## config.mk

```make
export PLATFORM = sky130hd
export DESIGN_NAME = synapse_weight_array
export DESIGN_NICKNAME = d
export VERILOG_FILES = /design/src/rtl/synapse_weight_array_pkg.sv /design/src/rtl/synapse_weight_array_synapse_gate.sv /design/src/rtl/synapse_weight_array.sv
export SDC_FILE = /design/constraint.sdc
export NUM_CORES = 1
export LEC_CHECK = 0
export ABC_AREA = 1
export ABC_CLOCK_PERIOD_IN_PS = 1700
export BUFFER_PORTS_ARGS = -buffer_cell sky130_fd_sc_hd__buf_2
export CAP_MARGIN = 25
export CORE_ASPECT_RATIO = 1.2
export CORE_MARGIN = 3
export CORE_UTILIZATION = 25
export DETAILED_ROUTE_END_ITERATION = 10
export PLACE_DENSITY_LB_ADDON = 0.05
export SLEW_MARGIN = 20
export SYNTH_ARGS = -nofsm -noshare
export SYNTH_HDL_FRONTEND = slang
export SYNTH_SLANG_ARGS = --single-unit
```

## constraint.sdc

```tcl
create_clock -name clk -period 1.7 [get_ports clk]
set_input_delay 0 -clock clk [delete_from_list [all_inputs] [get_ports clk]]
set_output_delay 0 -clock clk [all_outputs]
set_load 0.01 [all_outputs]
```

## src/rtl/synapse_weight_array_pkg.sv

```systemverilog
`default_nettype none
// ============================================================================
// Module   : synapse_weight_array_pkg
// Brief    : Shared neuron constants, synapse count helper and load FSM states.
// Revision : 1.0 - initial release
// ============================================================================
package synapse_weight_array_pkg;

  localparam int W_BITS = 2;

  localparam logic [1:0] C_IDLE   = 2'd0;
  localparam logic [1:0] C_LOAD   = 2'd1;
  localparam logic [1:0] C_COMMIT = 2'd2;

  typedef enum logic [1:0] {
    IDLE   = C_IDLE,
    LOAD   = C_LOAD,
    COMMIT = C_COMMIT
  } state_t;

  function automatic int n_syn(input int n_stage);
    return 2 ** n_stage;
  endfunction

endpackage
`default_nettype wire

```

## src/rtl/synapse_weight_array_synapse_gate.sv

```systemverilog
`default_nettype none
// ============================================================================
// Module   : synapse_gate
// Brief    : Passes one synapse weight through when its spike bit is set.
// Revision : 1.0 - initial release
// ============================================================================
module synapse_gate #(
  parameter int W_BITS = 2
) (
  input  logic              i_spike,
  input  logic [W_BITS-1:0] i_weight,
  output logic [W_BITS-1:0] o_wx
);

  assign o_wx = i_spike ? i_weight : '0;

endmodule
`default_nettype wire

```

## src/rtl/synapse_weight_array.sv

```systemverilog
`default_nettype none
// ============================================================================
// Module   : synapse_weight_array
// Brief    : Double-buffered synapse weights with spike-gated, registered wx bus.
// Revision : 1.0 - initial release
// ============================================================================
module synapse_weight_array #(
  parameter int N_STAGE = 5,
  parameter int W_BITS  = 2
) (
  input  logic                        clk,
  input  logic                        reset,
  input  logic                        load_start,
  input  logic [W_BITS-1:0]           weight_data,
  input  logic                        weight_valid,
  output logic                        weight_ready,
  output logic                        load_done,
  input  logic [2**N_STAGE-1:0]       spike_in,
  input  logic                        spike_valid,
  output logic [2**(N_STAGE+1)-1:0]   wx,
  output logic                        wx_valid
);

  import synapse_weight_array_pkg::*;

  localparam int                 C_N_SYN    = n_syn(N_STAGE);
  localparam int                 C_CNT_W    = $clog2(C_N_SYN);
  localparam logic [C_CNT_W-1:0] C_LAST_CNT = C_CNT_W'(C_N_SYN - 1);

  state_t                               r_state;
  logic [C_CNT_W-1:0]                   r_cnt;
  logic [C_N_SYN-1:0][W_BITS-1:0]       r_shadow;
  logic [C_N_SYN-1:0][W_BITS-1:0]       r_active;
  logic [C_N_SYN-1:0][W_BITS-1:0]       w_gated;
  logic                                 w_xfer;

  assign weight_ready = (r_state == LOAD);
  assign load_done    = (r_state == COMMIT);
  assign w_xfer       = weight_valid && weight_ready;

  // Weights stream into the shadow bank; only a complete load reaches the active bank.
  always_ff @(posedge clk) begin
    if (reset) begin
      r_state  <= IDLE;
      r_cnt    <= '0;
      r_shadow <= '0;
      r_active <= '0;
    end else begin
      unique case (r_state)
        IDLE: begin
          if (load_start) begin
            r_state <= LOAD;
            r_cnt   <= '0;
          end
        end
        LOAD: begin
          if (load_start) begin
            r_cnt <= '0;
          end else if (w_xfer) begin
            r_shadow[r_cnt] <= weight_data;
            r_cnt           <= r_cnt + 1'b1;
            if (r_cnt == C_LAST_CNT) begin
              r_state <= COMMIT;
            end
          end
        end
        COMMIT: begin
          r_active <= r_shadow;
          r_state  <= IDLE;
        end
        default: r_state <= IDLE;
      endcase
    end
  end

  for (genvar gi = 0; gi < C_N_SYN; gi++) begin : g_syn
    synapse_gate #(
      .W_BITS (W_BITS)
    ) u_gate (
      .i_spike  (spike_in[gi]),
      .i_weight (r_active[gi]),
      .o_wx     (w_gated[gi])
    );
  end

  // Spike path ignores the load FSM; a spike in the COMMIT cycle sees the old bank.
  always_ff @(posedge clk) begin
    if (reset) begin
      wx       <= '0;
      wx_valid <= 1'b0;
    end else begin
      wx_valid <= spike_valid;
      if (spike_valid) begin
        wx <= w_gated;
      end
    end
  end

endmodule
`default_nettype wire

```

# Word level (Yosys, flattened, before mapping)
# Index checks and enable logic that the tools add are counted.
# word_totals
regBits	200
inputBits	39
output_inout_bits	67
elab_cells	131
# classes
n_addsub	1
n_lt_le_gt_ge	2
n_eq_ne	8
n_mux	44
n_bitwise	1
n_reduce_logical	7
# op_table
cell	n
2-bit two-way mux	37
64-bit bitwise mux	1
5-bit two-way mux	3
2-bit demux with 5-bit select	1
5-bit one-hot mux with 2 select lines	1
5-bit by 6-bit less-than comparator with 1-bit output (second input constant)	1
3-bit AND reduction	2
5-bit by 1-bit adder with 5-bit output (second input constant)	1
5-bit equality test (second input constant)	1
5-bit by 1-bit greater-or-equal comparator with 1-bit output (second input constant)	1
2-bit by 1-bit inequality test with 1-bit output (second input constant)	2
2-bit inequality test (second input constant)	2
2-bit one-hot mux with 2 select lines	1
4-bit AND reduction	1
3-bit by 2-bit inequality test with 1-bit output (second input constant)	1
2-bit by 1-bit equality test with 1-bit output (second input constant)	1
2-bit equality test (second input constant)	1
1-bit logical AND	2
2-bit zero test	1
2-bit nonzero test	1
1-bit NOT	1

# Longest topological paths before layout
# Gate-level depths: netlist of the first run.
# depth
depth_word	5
mapped_depth	8
depth_no_buf	8

# By module
# A second synthesis of the first run with hierarchy kept.
# hier_totals
hier_cells	1146
hier_area_um2	8012.7
# modules_own_cells
mod	instances	cells_per_inst	area_each_um2	seq_area_each_um2
synapse_weight_array	1	1018	7532.2	4003.8
synapse_gate	32	4	15.0	0.0

# Worst setup path after synthesis of the first run
# OpenSTA, ideal clock, no wires.
# synth_timing
kind	flip-flop to flip-flop
start	register r_cnt[1]
end	register r_cnt[4]
setup_time_ns	0.128
arrival_time_ns	1.180
required_time_ns	1.572
path_slack_ns	0.392
stages_incl_launch_ff	9
path_buffers	0
period_less_slack_ns	1.308
path_cell_list	dfxtp_1 ha_1 nand2_1 nor2_1 ha_1 nand3_1 nand2_1 o21ai_0 nor2_1
# synth_via
elab_chain_len	4
# synth_rtl
element	line_no	text
start: declaration	synapse_weight_array.sv:31	logic [C_CNT_W-1:0] r_cnt;
start signal: assignment	synapse_weight_array.sv:61	r_cnt <= r_cnt + 1'b1;
5-bit by 1-bit adder with 5-bit output	synapse_weight_array.sv:61	
5-bit two-way mux	synapse_weight_array.sv:59	end else if (w_xfer) begin
5-bit two-way mux	synapse_weight_array.sv:57	if (load_start) begin
5-bit one-hot mux with 2 select lines	synapse_weight_array.sv:49	unique case (r_state)
# Every way passes these cells. The select of a mux whose other input is x is not followed.
# A chain may end at the register's enable or synchronous reset.

# Worst setup path in the final report of the first run
# layout_timing
start	register r_cnt[1]
end	register r_shadow[59] in the netlist's numbering
# layout_via
elab_chain_len	5
word_cells_on_any_way	6
classes_between	2 x order compare; 3 x mux; 1 x reduce/logical
# layout_rtl
element	line_no	text
5-bit by 6-bit less-than comparator with 1-bit output (implied by the code) / 5-bit by 1-bit greater-or-equal comparator with 1-bit output (equally long branches)	synapse_weight_array.sv:60	r_shadow[r_cnt] <= weight_data;
1-bit logical AND (implied by the code)	synapse_weight_array.sv:60	
2-bit two-way mux (implied by the code)	synapse_weight_array.sv:60	
2-bit demux with 5-bit select (*)	synapse_weight_array.sv:60	
64-bit bitwise mux (*)	synapse_weight_array.sv:60	
end signal: indexed assignment	synapse_weight_array.sv:60	
end: declaration	synapse_weight_array.sv:32	logic [C_N_SYN-1:0][W_BITS-1:0] r_shadow;
# Mark *: on every way between the ends. The rest lies on a longest branch, timed or not.

==> metrics.txt, run 1 <==
run status=finished, final reports clean; Final Critical Period=1554 ps; sequential share of power=49.9%; Post-Synth Simple-Gate Area=29.93%; Switching Fraction=23.67%; Hold Crit Start=spike_valid; drt drc=0; DRT iter0 DRCs=352; Clock Sinks=200; CP Launch Type=flip-flop; layout cells sized above 1=14.69%; Worst EP required=2000 ps; Worst-Margin Slew=603.1 ps; Compound-Gate Fraction of Synth Area=11.81%; number of buffers created by CTS=17; final-report setup violation count=0; initial antenna violation count=0; main combinational cell family by area after synthesis=simple AND/OR/NAND/NOR gates; cell family with most CP delay=simple AND/OR/NAND/NOR gates; Slew Limit Fails=0; Site Rows=69; biggest cell delay along the critical path=340 ps; syn avg cell area=7.381 sq um; most frequent cells in the layout=325 x nor2_1, 200 x dfxtp_1, 115 x nand2_1; Hold Crit Class=primary input to flip-flop; DR vias=6,855; DP HPWL=14,010 um; Area Growth Syn to Fin=25.61%; CP endpoint kind=flip-flop; Pleak=3.720 nW; Worst EP arrival=1850 ps; most common cell after layout, fill and taps aside=nor2_1; Mapped Cells=1,028; first-pass GRT wire length=35,770 um; Post-Synth XOR/XNOR Area=0%; PwrDens=999.5 nW/um^2; worst skew pair latency=440 ps; Finished Core Util=32.00%; Slew headroom=59.80%; chip height=196.8 um; crit path cell chain=inv_1 -> ha_1 -> inv_1 -> nor2_1 -> nand2_1 -> nand2_1 -> a21oi_1; GPL Wtd Cong=0.7669; Final Hold Viols=0; R2R Setup Slk=150 ps; Crit path buffers/inverters=2; Initial Utilization=25.47%; area of the multi-input gates=3247 sq um; Clk pwr share=43.7%; htree depth=4; die area=32,480 sq um; vias per inst=4.431; placed cells=1,477; Power, Total=9.525 mW; worst flop-to-flop path endpoint=r_shadow[59]; Core Box Area=29,780 sq um; vias in the first global route=6,875; RSZ-0062 raised after global routing=no; CTS tree=yes; Pint=7.271 mW; Highest Clock Rate=643.4 MHz; fill count=3,299; Gate power share=6.4%; slowest CP cell=dfxtp_1; R2R depth=7; post-synthesis sequential area ratio=52.77%; largest net degree at the start of global routing=66; worst-path fanout max=6; critical path depth=7; Mapped Area=7587 sq um; Final ANT Viol Nets=0; Die X=165.0 um; port bufs=105; drt first pass iters=4; Synth warnings=0; multiplexer area fraction after synthesis=0%; Yosys reg bits=200; VDD IR max=0.0005148 V; number of max-cap violations=0; WL/cell=14.02 um; Non-Filler Instances=1,547; Post-Synth Adder-Cell Area=0.8245%; Unique masters post-synth=20; Total Routing Usage GR=13.85%; number of diodes=0; Max Root-Sink Buffers=2; clk slew on worst S/H paths=70 ps; Worst Hold End=wx[21]; Reg area=4004 sq um; Final #Nets=1,188; Crit Path Category=flip-flop to flip-flop; total gr overflow=0; Net Switching=2.254 mW; Setup TNS=0 ps; part of the cycle the worst path needs=91.43%; clock tree root driver cell=clkbuf_16; Min Hold Slack=71.43 ps; worst r2r src=r_cnt[1]; Syn Nets=1,072; WL final=21,690 um; I/O Pins=106; Hold Path Depth=4; final setup skew=14.11 ps
cell families after synthesis:
| kind of cell | count (synthesis) |
|---|---|
| fa+ha+maj | 5 |
| buf+inv | 83 |
| simple gates | 561 |
| flops | 200 |
| compound gates | 179 |
layer usage:
metal | part of all wire (%) | track usage (%) | up-vias
met4 | 1.3 | 4.009 | 0
li1 | - | - | 3580
met5 | 0 | 0 | -
met2 | 49 | 23.99 | 87
met3 | 3.1 | 2.670 | 16
met1 | 47 | 17.41 | 3172
flip-flops by register name (all words and copies together) (netlist names):
| register | cells |
|---|---|
| r_active | 64 |
| r_cnt | 5 |
| r_shadow | 64 |
| r_state | 2 |
| wx | 64 |
| wx_valid | 1 |
area by class of cell:
class | count | share of cell area, %
clock inverter | 12 | 1.589
clock buffer | 20 | 4.582
timing repair buffer | 160 | 11.78
sequential | 200 | 42.01
tap | 390 | 5.120
inverter | 20 | 0.8534
multi-input combinational | 745 | 34.07
worst max-delay path by stage:
| stage | startpoint | end | slack (ps) |
|---|---|---|---|
| after floorplan | r_cnt[1] | r_cnt[4] | 390 |
| after global placement | r_state[1] | r_shadow[4] | 100 |
| after detailed placement | r_state[1] | r_shadow[9] | 50 |
| after CTS | r_state[1] | r_shadow[8] | 30 |
| after global routing | r_cnt[1] | r_shadow[59] | 2 |
| final | r_cnt[1] | r_shadow[59] | 150 |
synth_stat cells (all sizes together):
master / n / area [sq um]
dfxtp: 200 / 4004
clkinv: 2 / 7.510
nand4: 8 / 50.05
nand2: 121 / 459.2
inv: 18 / 67.57
buf: 22 / 125.1
nand3: 100 / 500.5
clkbuf: 41 / 153.9
ha: 5 / 62.56
a21oi: 79 / 395.4
o21ai: 100 / 500.5
nor2: 330 / 1251
nor3: 2 / 10.01
stage by stage:
stage	setup WS [ps]	instance area (sq um)
after floorplan	392.2	7587
after global placement	98.07	8529
after detailed placement	48.73	8529
after CTS	27.65	9488
after global routing	1.910	9530
final	145.6	9530
worst reg2reg max path: cells and delay by family (launching register included):
| family | cells | cell delay [ps] |
|---|---|---|
| flops | 1 | 340 |
| buf+inv | 2 | 330 |
| compound gates | 1 | 50 |
| fa+ha+maj | 1 | 280 |
| simple gates | 3 | 410 |
power groups by stage:
| stage | clock, mW | combinational, mW | sequential (mW) |
|---|---|---|---|
| CTS | 4.37 | 0.620 | 4.75 |
| global placement | 0 | 0.554 | 4.86 |
| detailed placement | 0 | 0.553 | 4.86 |
| finish | 4.16 | 0.612 | 4.75 |
| global route | 4.51 | 0.694 | 4.75 |
| floorplan | 0 | 0.294 | 4.87 |
timing repair:
action / in CTS / in global routing
setup buffers: 0 / 1
gates resized for setup: 0 / 8
endpoints found under the hold margin: 80 / 0
endpoints found under the setup margin: 0 / 34
hold buffers: 37 / 0
(Power assumes the default switching activity.)
==> inputs of run 2 (changes only) <==
--- a/config.mk
+++ b/config.mk
@@ -5,7 +5,6 @@
 export SDC_FILE = /design/constraint.sdc
 export NUM_CORES = 1
 export LEC_CHECK = 0
-export ABC_AREA = 1
 export ABC_CLOCK_PERIOD_IN_PS = 1700
 export BUFFER_PORTS_ARGS = -buffer_cell sky130_fd_sc_hd__buf_2
 export CAP_MARGIN = 25
==> metrics.txt, run 2 <==
Power, Total=9.030 mW (-5.2%); Max Root-Sink Buffers=2 (unchanged); Worst-Margin Slew=692.2 ps (+89.16 ps); die area=32,870 sq um (+1.2%); Die X=166 um (+0.59%); main combinational cell family by area after synthesis=simple AND/OR/NAND/NOR gates; Initial Utilization=25.64% (+0.16 points); Post-Synth Simple-Gate Area=25.33% (-4.6 points); total gr overflow=0 (unchanged); cell family with most CP delay=buffers and inverters; Synth top area share=52.13% (-0.64 points); worst r2r src=r_cnt[4]; biggest cell delay along the critical path=410 ps (+70 ps); main flop type after synthesis=dfxtp_1; post-synthesis sequential area ratio=52.13% (-0.64 points); most common cell after layout, fill and taps aside=dfxtp_1; Area Growth Syn to Fin=24.45%; Worst EP arrival=1570 ps (-280 ps); DRT iter0 DRCs=331 (-6.0%); vias in the first global route=5,887 (-14%); VDD IR max=0.0004177 V (-19%); most frequent cells in the layout=199 x dfxtp_1, 133 x a21oi_1, 131 x nand2_1; Slew headroom=53.85% (-5.9 points); drt first pass iters=4 (unchanged); DP HPWL=11,470 um (-18%); WL final=19,200 um (-11%); first-pass GRT wire length=31,510 um (-12%); top post-synthesis cells by area=dfxtp_1 52%, nand2b_1 11%, a21oi_1 8.7%; worst-path fanout max=19 (+13); Hold Crit Start=weight_data[1]; most common cell in the netlist=dfxtp_1; clk slew on worst S/H paths=80 ps (about the same); crit path cell chain=buf_4 -> nand2b_4 -> inv_4 -> buf_12 -> buf_2; RSZ-0062 raised after global routing=no; EDFF count, synth=0 (unchanged); Post-Synth XOR/XNOR Area=0% (unchanged); vias per inst=4.323 (-2.4%); I/O Pins=106 (unchanged); slowest CP cell=dfxtp_2; Placement Setup Slack=39.58 ps (-9.149 ps); CP Launch Type=flip-flop; Final Hold Viols=0 (unchanged); PwrDens=944.7 nW/um^2 (-5.5%); Hold Path Depth=3 (-1); final setup skew=12.01 ps (-2.097 ps); clock tree root driver cell=clkbuf_16; Final Critical Period=1571 ps (+16.82 ps); syn avg cell area=8.930 sq um (+21%); fill count=3,192 (-3.2%); chip height=198 um (+0.59%); Pleak=3.795 nW (+2.0%); CP endpoint kind=output port; Slew Limit Fails=0 (unchanged); part of the cycle the worst path needs=92.42% (+0.99 points); area of the multi-input gates=3382 sq um (+4.2%); initial antenna violation count=2 (+2); htree depth=4 (unchanged); CTS tree=yes; Crit path buffers/inverters=4 (+2); Synth area leader=dfxtp_1; port bufs=105 (unchanged); Syn Nets=904 (-16%); Yosys reg bits=200 (unchanged); multiplexer area fraction after synthesis=8.341% (+8.3 points); Mapped Area=7680 sq um (+1.2%); Mapped Cells=860 (-16%); number of setup buffers added after CTS=0 (unchanged); DR vias=5,940 (-13%); Hold Crit Class=primary input to flip-flop; Crit Path Category=flip-flop to output port; Total Routing Usage GR=11.70% (-2.2 points); Unique masters post-synth=28 (+40%); post-route setup slack=128.8 ps (-16.82 ps); Core Box Area=29,960 sq um (+0.58%); Worst EP required=1700 ps (-300 ps); number of max-cap violations=0 (unchanged); Final ANT Viol Nets=0 (unchanged); Setup TNS=0 ps (unchanged); largest net degree at the start of global routing=161 (+140%); Synth warnings=0 (unchanged); Largest regs=r_active (64), r_shadow (64), wx (64); synth cell count leaders=200 x dfxtp_1, 133 x a21oi_1, 131 x nand2_1, 131 x nand2b_1, 96 x nand3_1; Compound-Gate Fraction of Synth Area=9.319% (-2.5 points); worst flop-to-flop path endpoint=r_shadow[34]; R2R Setup Slk=130 ps (-20 ps); worst skew pair latency=430 ps (about the same); WL/cell=13.97 um (-0.34%); Reg area=4005 sq um (about the same); Post-Synth Adder-Cell Area=0.8146% (-0.0099 points); R2R depth=3 (-4); run status=finished, final reports clean; post-synthesis async set-or-reset flop share=0% (unchanged); number of buffers created by CTS=17 (unchanged); Worst Hold End=r_shadow[13]; final-report setup violation count=0 (unchanged); Site Rows=69 (unchanged); Clock Sinks=200 (unchanged); Min Hold Slack=125.7 ps (+54.25 ps); drt drc=0 (unchanged); GPL Wtd Cong=0.6556 (-15%); layout cells sized above 1=16.09% (+1.4 points); Highest Clock Rate=636.5 MHz (-1.1%); Final #Nets=1,014 (-15%)
[run 2: changes by cell type after synthesis, moves of 54 or more]
cell | before | now
a21oi_1 | 79 | 133
nor2_1 | 327 | 2
o21ai_0 | 100 | 2
mux2i_1 | 0 | 64
nand2b_1 | 0 | 131
[run 2: stage by stage]
step	cells	utilization, %	area, sq um
floorplan	860	-	7680
global placement	1305	28.82	8633
detailed placement	1305	28.82	8633
CTS	1372	31.87	9548
global route	1374	31.90	9558
finish	1374	31.90	9558
[run 2: kinds of logic after synthesis]
kind of cell             after synthesis
AND/OR/NAND/NOR                      380
flip-flops                           200
AO/OA/AOI/OAI                        140
buffers and inverters                 71
multiplexers                          64
adder cells (fa/ha/maj)                5
[run 2: final cells by class]
class | instances | share of cell area, %
Multi-Input combinational cell | 589 | 35.38
Antenna cell | 2 | 0.05236
Sequential cell | 200 | 41.90
Clock buffer | 19 | 4.529
Inverter | 4 | 0.1833
Tap cell | 390 | 5.105
Clock inverter | 12 | 1.231
Timing Repair Buffer | 158 | 11.61
[run 2: what timing repair did]
item | 4_1_cts | 5_1_grt
setup endpoints to repair | 1 | 4
resized for setup | 2 | 1
hold buffers | 36 | 0
hold endpoints to repair | 67 | 0
[run 2: worst min-delay path: stages]
cell	delay, ps
buf_2	110
nand2b_2	290
mux2i_1	110
[run 2: worst max-delay path by stage]
stage / startpoint / to / cells after the start
finish: r_state[1] / load_done / 5
global placement: r_cnt[2] / r_shadow[6] / 3
CTS: r_cnt[2] / r_shadow[6] / 3
detailed placement: r_cnt[2] / r_shadow[6] / 3
global route: r_state[1] / load_done / 5
floorplan: r_cnt[0] / r_state[0] / 7
[run 2: where the power goes]
group	total [mW]	internal, mW	switching (mW)
Combinational	0.385	0.172	0.213
Clock	3.95	2.04	1.91
Sequential	4.69	4.69	0.00619
Total	9.03	6.90	2.13
[run 2: routing by layer]
metal	vias up	track usage, %	share of wire [%]
li1	3105	-	-
met1	2743	16.26	51
met2	84	18.26	45
met3	8	2.815	3.1
met4	0	3.236	1.0
met5	-	0	0
==> inputs of run 3 (changes only) <==
==> constraint.sdc (replaced) <==
create_clock -name clk -period 1.7 [get_ports clk]
set_input_delay 0.085 -clock clk [delete_from_list [all_inputs] [get_ports clk]]
set_output_delay 0.085 -clock clk [all_outputs]
set_load 0.01 [all_outputs]
==> metrics.txt, run 3 (synthesized netlist as in run 2, its figures left out) <==
Clock Sinks=200 (unchanged); number of diodes=0 (-2); R2R Setup Slk=170 ps (+40 ps); vias per inst=4.381 (+1.3%); Final #Nets=1,012 (-0.20%); slowest CP cell=dfxtp_4; Pleak=3.825 nW (+0.78%); layout cells sized above 1=16.21% (+0.12 points); final-report setup violation count=0 (unchanged); WL/cell=14.04 um (+0.47%); biggest cell delay along the critical path=390 ps (-20 ps); worst r2r src=r_cnt[2]; Total Routing Usage GR=11.79% (+0.085 points); largest net degree at the start of global routing=130 (-19%); drt first pass iters=4 (unchanged); clk slew on worst S/H paths=70 ps (about the same); Die X=166 um (unchanged); Worst-Margin Slew=602.3 ps (-89.90 ps); die area=32,870 sq um (unchanged); crit path launch=r_state[1]; number of max-cap violations=0 (unchanged); I/O Pins=106 (unchanged); Core Box Area=29,960 sq um (unchanged); DRT iter0 DRCs=309 (-6.6%); CTS tree=yes; Worst EP required=1620 ps (-80 ps); htree depth=4 (unchanged); Slew headroom=59.54% (+5.7 points); crit path cell chain=buf_4 -> nand2b_4 -> inv_6 -> buf_12 -> buf_2; PwrDens=969.1 nW/um^2 (+2.6%); RSZ-0062 raised after global routing=no; clock tree root driver cell=clkbuf_16; Finished Core Util=32.06% (+0.16 points); WL final=19,250 um (+0.25%); drt drc=0 (unchanged); Hold Crit Start=weight_valid; part of the cycle the worst path needs=93.00% (+0.58 points); GPL Wtd Cong=0.6578 (+0.34%); first-pass GRT wire length=31,670 um (+0.53%); run status=finished, final reports clean; Site Rows=69 (unchanged); Hold Crit Class=primary input to flip-flop; initial antenna violation count=1 (-1); final setup skew=11.10 ps (-0.9181 ps); number of buffers created by CTS=17 (unchanged); port bufs=105 (unchanged); total gr overflow=0 (unchanged); Slew Limit Fails=0 (unchanged); Final Critical Period=1581 ps (+9.785 ps); most common cell after layout, fill and taps aside=dfxtp_1; Final ANT Viol Nets=0 (unchanged); CP endpoint kind=output port; Initial Utilization=25.64% (unchanged); Crit Path Category=flip-flop to output port; worst skew pair latency=440 ps (about the same); Setup TNS=0 ps (unchanged); DP HPWL=11,720 um (+2.2%); Max Root-Sink Buffers=2 (unchanged); Area Growth Syn to Fin=25.07%; VDD IR max=0.0004471 V (+7.0%); Highest Clock Rate=632.5 MHz (-0.62%); Largest regs=r_active (64), r_shadow (64), wx (64); chip height=198 um (unchanged); DR vias=6,006 (+1.1%); vias in the first global route=5,917 (+0.51%); Worst EP arrival=1500 ps (-70 ps); worst-path fanout max=19 (unchanged); most frequent cells in the layout=199 x dfxtp_1, 133 x a21oi_1, 131 x nand2_1; CP Launch Type=flip-flop; Final Hold Viols=0 (unchanged)
run 3: cell count changes in the layout (fill, tap and decap cells not counted), sizes merged:
cell / change
dlygate4sd3: -3
bufinv: +2
clkinvlp: -2
buf: +1
diode: -2
clkinv: +1
run 3: final timing paths:
path	depth (start not counted)	to
worst min-delay path	4	r_state[0]
worst max-delay path	5	load_done
worst min register to register	2	r_active[47]
worst max register to register	3	r_shadow[1]
run 3: per-layer routing:
layer	track usage, %	routed length (um)	vias up
li1	-	-	3098
met2	18.90	8768	83
met1	15.84	9571	2805
met3	2.855	657	18
met5	0	13	-
met4	3.513	236	2
run 3: repair_timing:
action	4_1_cts	5_1_grt
gates resized for setup	3	1
endpoints found under the setup margin	1	1
hold buffers	33	0
endpoints found under the hold margin	65	0
setup buffers	0	0
run 3: cell type report:
type	instances	area [sq um]
repair buffers	156	1112
clock inverters	13	167.7
flip-flops and latches	200	4008
inverters	4	20.02
fillers	3159	20350
multi-input cells	589	3377
clock buffers	19	432.9
well taps	390	488.0
run 3: report_power, final:
group	switching [mW]	internal (mW)
combinational	0.215	0.177
clock	1.88	2.34
sequential	0.00626	4.68
total	2.11	7.20
run 3: metrics by stage:
stage / setup WS [ps] / instance area, sq um / hold WS [ps] / std cells / power [mW]
finish: 119.0 / 9605 / 47.79 / 1371 / 9.308
global route: 12.63 / 9605 / 68.60 / 1371 / 9.730
CTS: 33.40 / 9603 / 29.15 / 1371 / 9.526
detailed placement: 105.1 / 8666 / 372.8 / 1306 / 5.147
global placement: 28.84 / 8666 / 375.1 / 1306 / 5.148
floorplan: 211.9 / 7680 / 249.5 / 860 / 4.992
run 3: worst max-delay path: cells and delay by family (launching register included):
family | cells | cell delay, ps
buf+inv | 4 | 600
simple gates | 1 | 80
flops | 1 | 390
